## src/rtl/scoreboard_counted_if.sv

```systemverilog
// Issue-stage <-> scoreboard bundle: operand ids and valids, score/clear
// requests, and the stall / pending / error results.
interface scoreboard_counted_if #(
    parameter int els_p       = 32,
    parameter int id_width_p  = $clog2(els_p),
    parameter int num_src_p   = 3,
    parameter int num_clear_p = 2
);
    logic [num_src_p*id_width_p-1:0]   src_id_i;
    logic [num_src_p-1:0]              op_reads_i;
    logic [id_width_p-1:0]             dest_id_i;
    logic                              op_writes_i;
    logic                              score_i;
    logic [num_clear_p-1:0]            clear_i;
    logic [num_clear_p*id_width_p-1:0] clear_id_i;
    logic                              dependency_o;
    logic [els_p-1:0]                  pending_o;
    logic                              error_o;

    // Handshake: no valid/ready pair. score_i and clear_i[p] are single-cycle
    // strobes accepted unconditionally on the rising clock edge; dependency_o
    // is the combinational stall answer for the operands presented this cycle.
    modport master (
        output src_id_i, op_reads_i, dest_id_i, op_writes_i,
        output score_i, clear_i, clear_id_i,
        input  dependency_o, pending_o, error_o
    );

    modport slave (
        input  src_id_i, op_reads_i, dest_id_i, op_writes_i,
        input  score_i, clear_i, clear_id_i,
        output dependency_o, pending_o, error_o
    );
endinterface

```

## src/rtl/scoreboard_counted.sv

```systemverilog
// Counting register scoreboard: per-register outstanding-write counters,
// multi-port clears with same-cycle bypass into the stall decision, and a
// sticky error flag for counter underflow/overflow.
module scoreboard_counted #(
    parameter int els_p         = 32,
    parameter int id_width_p    = $clog2(els_p),
    parameter int num_src_p     = 3,
    parameter int num_clear_p   = 2,
    parameter int count_width_p = 3,
    parameter bit x0_tied_p     = 1'b1,
    parameter bit allow_waw_p   = 1'b1
) (
    input logic           clk_i,
    input logic           reset_n_i,
    scoreboard_counted_if.slave sb_if
);

    localparam int dec_width_lp = $clog2(num_clear_p + 1);
    // Arithmetic width wide enough for both the count and the clear tally,
    // plus one bit so cnt+1 and the underflow compare never wrap.
    localparam int aw_lp = ((count_width_p > dec_width_lp) ? count_width_p : dec_width_lp) + 1;
    localparam logic [aw_lp-1:0] max_lp = aw_lp'((1 << count_width_p) - 1);

    logic [count_width_p-1:0] r_cnt  [els_p];
    logic                     r_err;

    logic [count_width_p-1:0] w_eff  [els_p];
    logic [count_width_p-1:0] w_next [els_p];
    logic [dec_width_lp-1:0]  w_dec  [els_p];
    logic [els_p-1:0]         w_inc;
    logic [els_p-1:0]         w_under;
    logic [els_p-1:0]         w_over;
    logic [els_p-1:0]         w_pending;
    logic                     w_dep;

    // Per-register increment/decrement, bypassed effective count and next count.
    always_comb begin
        logic [aw_lp-1:0] w_cnt_x;
        logic [aw_lp-1:0] w_dec_x;
        logic [aw_lp-1:0] w_sum_x;
        w_cnt_x = '0;
        w_dec_x = '0;
        w_sum_x = '0;
        for (int r = 0; r < els_p; r++) begin
            w_inc[r] = sb_if.score_i && (sb_if.dest_id_i == id_width_p'(r))
                       && !(x0_tied_p && (r == 0));
            w_dec[r] = '0;
            for (int p = 0; p < num_clear_p; p++) begin
                if (sb_if.clear_i[p] &&
                    (sb_if.clear_id_i[p*id_width_p +: id_width_p] == id_width_p'(r))) begin
                    w_dec[r] = w_dec[r] + dec_width_lp'(1);
                end
            end
            w_cnt_x    = aw_lp'(r_cnt[r]);
            w_dec_x    = aw_lp'(w_dec[r]);
            w_under[r] = (w_dec_x > w_cnt_x);
            // Effective count floors at zero; it never exceeds r_cnt so it fits.
            w_eff[r]   = w_under[r] ? '0 : count_width_p'(w_cnt_x - w_dec_x);
            w_sum_x    = aw_lp'(w_eff[r]) + aw_lp'(w_inc[r]);
            w_over[r]  = (w_sum_x > max_lp);
            w_next[r]  = w_over[r] ? count_width_p'(max_lp) : count_width_p'(w_sum_x);
            w_pending[r] = (r_cnt[r] != '0);
        end
    end

    // Issue stall: RAW on any read slot, WAW on the destination, using the
    // clear-bypassed counts so a completing write releases the stall at once.
    always_comb begin
        logic [id_width_p-1:0] w_id;
        w_dep = 1'b0;
        w_id  = '0;
        for (int k = 0; k < num_src_p; k++) begin
            w_id = sb_if.src_id_i[k*id_width_p +: id_width_p];
            if (sb_if.op_reads_i[k] && (int'(w_id) < els_p) &&
                !(x0_tied_p && (w_id == '0))) begin
                if (w_eff[w_id] != '0) begin
                    w_dep = 1'b1;
                end
            end
        end
        if (sb_if.op_writes_i && (int'(sb_if.dest_id_i) < els_p) &&
            !(x0_tied_p && (sb_if.dest_id_i == '0))) begin
            if (allow_waw_p) begin
                if (aw_lp'(w_eff[sb_if.dest_id_i]) == max_lp) begin
                    w_dep = 1'b1;
                end
            end else begin
                if (w_eff[sb_if.dest_id_i] != '0) begin
                    w_dep = 1'b1;
                end
            end
        end
    end

    // Counter and sticky-error state; reset drops every outstanding count.
    always_ff @(posedge clk_i) begin
        if (!reset_n_i) begin
            for (int r = 0; r < els_p; r++) begin
                r_cnt[r] <= '0;
            end
            r_err <= 1'b0;
        end else begin
            for (int r = 0; r < els_p; r++) begin
                r_cnt[r] <= w_next[r];
            end
            if ((|w_under) || (|w_over)) begin
                r_err <= 1'b1;
            end
        end
    end

    assign sb_if.dependency_o = w_dep;
    assign sb_if.pending_o    = w_pending;
    assign sb_if.error_o      = r_err;

endmodule

```

## src/flat_wrapper.sv

```systemverilog
// flat-port wrapper written by rule: the top's interface ports become plain ports
module scoreboard_counted_flat 
#(
    parameter int els_p         = 32,
    parameter int id_width_p    = $clog2(els_p),
    parameter int num_src_p     = 3,
    parameter int num_clear_p   = 2,
    parameter int count_width_p = 3,
    parameter bit x0_tied_p     = 1'b1,
    parameter bit allow_waw_p   = 1'b1
)
  (clk_i, reset_n_i, sb_if_src_id_i, sb_if_op_reads_i, sb_if_dest_id_i, sb_if_op_writes_i, sb_if_score_i, sb_if_clear_i, sb_if_clear_id_i, sb_if_dependency_o, sb_if_pending_o, sb_if_error_o);
  scoreboard_counted_if #(.els_p(els_p), .id_width_p(id_width_p), .num_src_p(num_src_p), .num_clear_p(num_clear_p)) sb_if_i ();
  input logic clk_i;
  input logic reset_n_i;
  input wire logic [$bits(sb_if_i.src_id_i)-1:0] sb_if_src_id_i;
  input wire logic [$bits(sb_if_i.op_reads_i)-1:0] sb_if_op_reads_i;
  input wire logic [$bits(sb_if_i.dest_id_i)-1:0] sb_if_dest_id_i;
  input wire logic [$bits(sb_if_i.op_writes_i)-1:0] sb_if_op_writes_i;
  input wire logic [$bits(sb_if_i.score_i)-1:0] sb_if_score_i;
  input wire logic [$bits(sb_if_i.clear_i)-1:0] sb_if_clear_i;
  input wire logic [$bits(sb_if_i.clear_id_i)-1:0] sb_if_clear_id_i;
  output wire logic [$bits(sb_if_i.dependency_o)-1:0] sb_if_dependency_o;
  output wire logic [$bits(sb_if_i.pending_o)-1:0] sb_if_pending_o;
  output wire logic [$bits(sb_if_i.error_o)-1:0] sb_if_error_o;
  assign sb_if_i.src_id_i = sb_if_src_id_i;
  assign sb_if_i.op_reads_i = sb_if_op_reads_i;
  assign sb_if_i.dest_id_i = sb_if_dest_id_i;
  assign sb_if_i.op_writes_i = sb_if_op_writes_i;
  assign sb_if_i.score_i = sb_if_score_i;
  assign sb_if_i.clear_i = sb_if_clear_i;
  assign sb_if_i.clear_id_i = sb_if_clear_id_i;
  assign sb_if_dependency_o = sb_if_i.dependency_o;
  assign sb_if_pending_o = sb_if_i.pending_o;
  assign sb_if_error_o = sb_if_i.error_o;
  scoreboard_counted #(.els_p(els_p), .id_width_p(id_width_p), .num_src_p(num_src_p), .num_clear_p(num_clear_p), .count_width_p(count_width_p), .x0_tied_p(x0_tied_p), .allow_waw_p(allow_waw_p)) u_core (.clk_i(clk_i), .reset_n_i(reset_n_i), .sb_if(sb_if_i));
endmodule
```

## config.mk

```make
export PLATFORM = sky130hd
export DESIGN_NAME = scoreboard_counted_flat
export DESIGN_NICKNAME = d
export VERILOG_FILES = /design/src/rtl/scoreboard_counted_if.sv /design/src/rtl/scoreboard_counted.sv /design/src/flat_wrapper.sv
export SDC_FILE = /design/constraint.sdc
export NUM_CORES = 1
export LEC_CHECK = 0
export ABC_AREA = 0
export CAP_MARGIN = 30
export CORE_ASPECT_RATIO = 0.9
export CORE_MARGIN = 1
export CORE_UTILIZATION = 52
export DETAILED_ROUTE_END_ITERATION = 12
export PLACE_DENSITY_LB_ADDON = 0.15
export SETUP_SLACK_MARGIN = 0.1
export SLEW_MARGIN = 20
export SYNTH_ARGS = -nofsm -noshare
export SYNTH_HDL_FRONTEND = slang
export SYNTH_SLANG_ARGS = --single-unit
export TNS_END_PERCENT = 30
```

## constraint.sdc

```tcl
create_clock -name clk_i -period 6.4 [get_ports clk_i]
set_clock_uncertainty 0.2 [all_clocks]
set_input_delay 1.28 -clock clk_i [delete_from_list [all_inputs] [get_ports clk_i]]
set_output_delay 1.28 -clock clk_i [all_outputs]
set_load 0.005 [all_outputs]
```

==> run_results.csv, run 1 <==
group,metric,value,unit
clocking,htree_levels,3,
timing,rsz0062_at_grt,"no",
worst_hold_path,holdPathStages,3,
timing,setup_slack,132,ps
placed_design,place.gp.congestion,1.11,
critical_path,worst_r2r_startpoint,"u_core.r_cnt[0][37]$_SDFF_PN0_",
route,ant_nets,0,
placed_design,place_hpwl,39000,um
worst_hold_path,hold_class,"flop to flop",
power,p_sw,0.696,mW
outcome,outcome,"complete, no violations",
clocking,cts_max_path_buffers,2,
yosys,synthesis.nets,1716,
route,vias,13031,
critical_path,rr_worst_depth,12,
floorplanning,die_y,140,um
power,clockPowerShare,29.9,%
cells_and_area,multi_input_area,8730,sq um
cells_and_area,final_core_util,73.2,%
critical_path,crit_type,"primary input to output port",
cells_and_area,final_cell_area,15200,sq um
placed_design,placedCellCount,2132,
floorplanning,io_pins,73,
route,drc,0,
global_routing,grt-ovfl-total,0,
route,drt_pass1_iterations,6,
yosys,ys_seq_area_share,17.7,%
yosys,yosysUniqueCellTypes,70,
global_routing,grt_max_degree,48,
yosys,synth_edf_count,0,
yosys,syn_area,11000,sq um
cells_and_area,stdcell_count,2161,
cells_and_area,fillers,1670,
yosys,syn_avg_cell_area,7.38,sq um
cells_and_area,drive_above_1_share,25.9,%
cells_and_area,layout.nets,2099,
critical_path,r2r_slack,2810,ps
timing,slew_headroom,36.3,%
power,ir_worst_vdd,0.100,mV
timing,worst_pin_slew,948,ps
worst_hold_path,hold_end,"u_core.r_cnt[0][2]$_SDFF_PN0_",
critical_path,arrival,4790,ps
yosys,synth_area_leader_cell,"ha_1",
timing,tns,0,ps
route,post_drt_wl_per_cell,22.1,um
timing,fmax,160,MHz
floorplanning,core_area,20700,sq um
clocking,cts_sinks,97,
floorplanning,dieArea,21700,sq um
timing,finalHoldViolations,0,
clocking,clk_latency,370,ps
cells_and_area,diodes,0,
global_routing,grt_pass1_wl,71400,um
floorplanning,num_rows,50,
power,p_leak,7.16,nW
yosys,synth_top_area_share,18.0,%
timing,period_minus_slack,6270,ps
route,via_per_inst,6.03,
critical_path,end_kind,"output port",
route,wl,47900,um
power,switching_share,35.4,%
yosys,synth.most_common_cell,"nor2_1",
critical_path,critPathMaxFanout,4,
power,p_int,1.27,mW
yosys,yosys-top-cells-count,"nor2_1, ha_1, inv_1",
global_routing,antenna_found_initial,1,
yosys,yosys_most_used_dff,"dfxtp_1",
critical_path,crit_required,4920,ps
cells_and_area,regArea,1940,sq um
power,seqPwrFrac,32.5,%
worst_hold_path,hold_start,"u_core.r_cnt[0][2]$_SDFF_PN0_",
critical_path,r2r-end,"u_core.sb_if.error_o$_SDFFE_PN0P_",
clocking,clockRootBuffer,"clkbuf_16",
timing,setup_viol,0,
timing,drv_slew,0,
run,drv_cap,0,
floorplanning,initial_core_util,53.0,%
power,comb_power_share,37.6,%
placed_design,portBuffers,72,
yosys,synth-seq-cells,97,
critical_path,worstSetupStartpointType,"primary input",
yosys,ys_top_cells_by_area,"ha_1, dfxtp_1, nor2_1, fa_1, inv_1",
floorplanning,die_w,155,um
route,drt_iter0_markers,1536,
cells_and_area,syn_to_final_growth,38.1,%
clocking,clkSlewWorstSetupHoldPaths,70,ps
global_routing,grt_pass1_vias,12645,
power,power_density,130,nW/um^2
clocking,cts_tree,"done",
clocking,cts-buffers-inserted,9,
yosys,syn-instance-count,1487,
placed_design,dp_worst_setup_slack,-840,ps
clocking,cts_hold_buf,0,
yosys,yosys_warnings,0,
yosys,synthArstFlopShare,0,%
timing,period_share,97.9,%
global_routing,grt_use_total,44.2,%
placed_design,placed_area,14400,sq um
[how the worst max path moves through the flow]
stage                                   start                  to  slack [ps]  cells after the start
after floorplan           sb_if_clear_id_i[1]  sb_if_dependency_o         580                     15
after global placement    sb_if_clear_id_i[6]  sb_if_dependency_o        -810                     16
after detailed placement  sb_if_clear_id_i[6]  sb_if_dependency_o        -840                     16
after CTS                 sb_if_clear_id_i[2]  sb_if_dependency_o          90                     18
after global routing      sb_if_clear_id_i[4]  sb_if_dependency_o         100                     18
final                     sb_if_clear_id_i[9]  sb_if_dependency_o         130                     17
[metal layers]
layer | wire length, um | GRT usage (%)
met2 | 20300 | 68.2
met5 | 0 | 0
met1 | 19100 | 57.1
met3 | 6020 | 11.7
met4 | 2500 | 20.7
[state kept, by name, indices dropped and copies added (netlist names)]
register              flops
u_core.sb_if.error_o      1
u_core.r_cnt             96
[worst max-delay path, cell delays in order]
cell and delay, ps:
buf_6 100, nor2b_4 240, nand2_4 140, buf_4 170
nor2_4 100, buf_4 120, ha_1 220, ha_2 180
inv_2 60, fa_2 480, nor2b_4 160, or2_2 310
mux4_2 500, nor4_4 170, a311o_1 200, nand4_1 170
buf_2 180
[power by group through the flow]
| stage | logic (mW) | registers (mW) | clock network [mW] |
|---|---|---|---|
| finish | 0.740 | 0.639 | 0.588 |
| global route | 0.773 | 0.641 | 0.614 |
| CTS | 0.697 | 0.638 | 0.591 |
| detailed placement | 0.678 | 0.653 | 0 |
| global placement | 0.673 | 0.652 | 0 |
| floorplan | 0.311 | 0.648 | 0 |
[timing repair]
item                                    4_1_cts  5_1_grt
gates resized for setup                     120       55
buffers inserted                             11        3
pin swaps                                    20       20
endpoints found under the setup margin        1        1
hold endpoints to repair                      0        0
[stage by stage]
step | hold WS (ps) | total power [mW]
floorplan | 353 | 0.959
global placement | 493 | 1.32
detailed placement | 496 | 1.33
CTS | 508 | 1.93
global route | 544 | 2.03
finish | 512 | 1.97
[cell usage in the layout, fill, tap and decap left out, drive strengths merged, types with 5 or more instances in the layout]
master	n
nand3	39
nor4	22
and3	25
buf	358
dfxtp	97
clkbuf	14
o21ai	41
a311oi	5
a31oi	25
nor2	348
xor2	32
mux4	11
clkdlybuf4s50	59
a211oi	24
o31ai	6
or2	6
nor3b	6
a221oi	8
o311ai	6
a211o	5
o41ai	5
nor3	32
nand4	11
nor2b	50
or3	33
a21oi	59
xnor2	7
fa	32
a311o	5
mux2i	7
nand2b	41
nand2	85
and2	27
inv	122
ha	158
[logic make-up (layout without fill, tap and decap cells)]
family,Yosys count,in the layout,synth area share [%]
AND/OR/NAND/NOR,734,734,31.5
AO/OA/AOI/OAI,234,234,14.5
adder cells (fa/ha/maj),190,190,23.9
buffers and inverters,172,560,6.11
flip-flops,97,97,17.7
XOR/XNOR,39,39,3.11
multiplexers,21,21,3.21
[layout make-up]
| cell class | instances | area share [%] |
|---|---|---|
| Multi-Input combinational cell | 1218 | 57.7 |
| Inverter | 123 | 3.05 |
| Sequential cell | 97 | 12.8 |
| Clock buffer | 10 | 1.51 |
| Clock inverter | 6 | 0.471 |
| Tap cell | 286 | 2.36 |
| Timing Repair Buffer | 421 | 22.1 |
(Power assumes the default switching activity.)
==> run 2: changes to the inputs <==
CTS_CLUSTER_SIZE = 30   (was default)
==> results of run 2 <==
No change in the layout: final DEF, timing and power equal those of run 1.
==> run 3: changes to the inputs <==
SLEW_MARGIN = 10   (was 20)
==> results of run 3 <==
No change in the layout: final DEF, timing and power equal those of run 1.
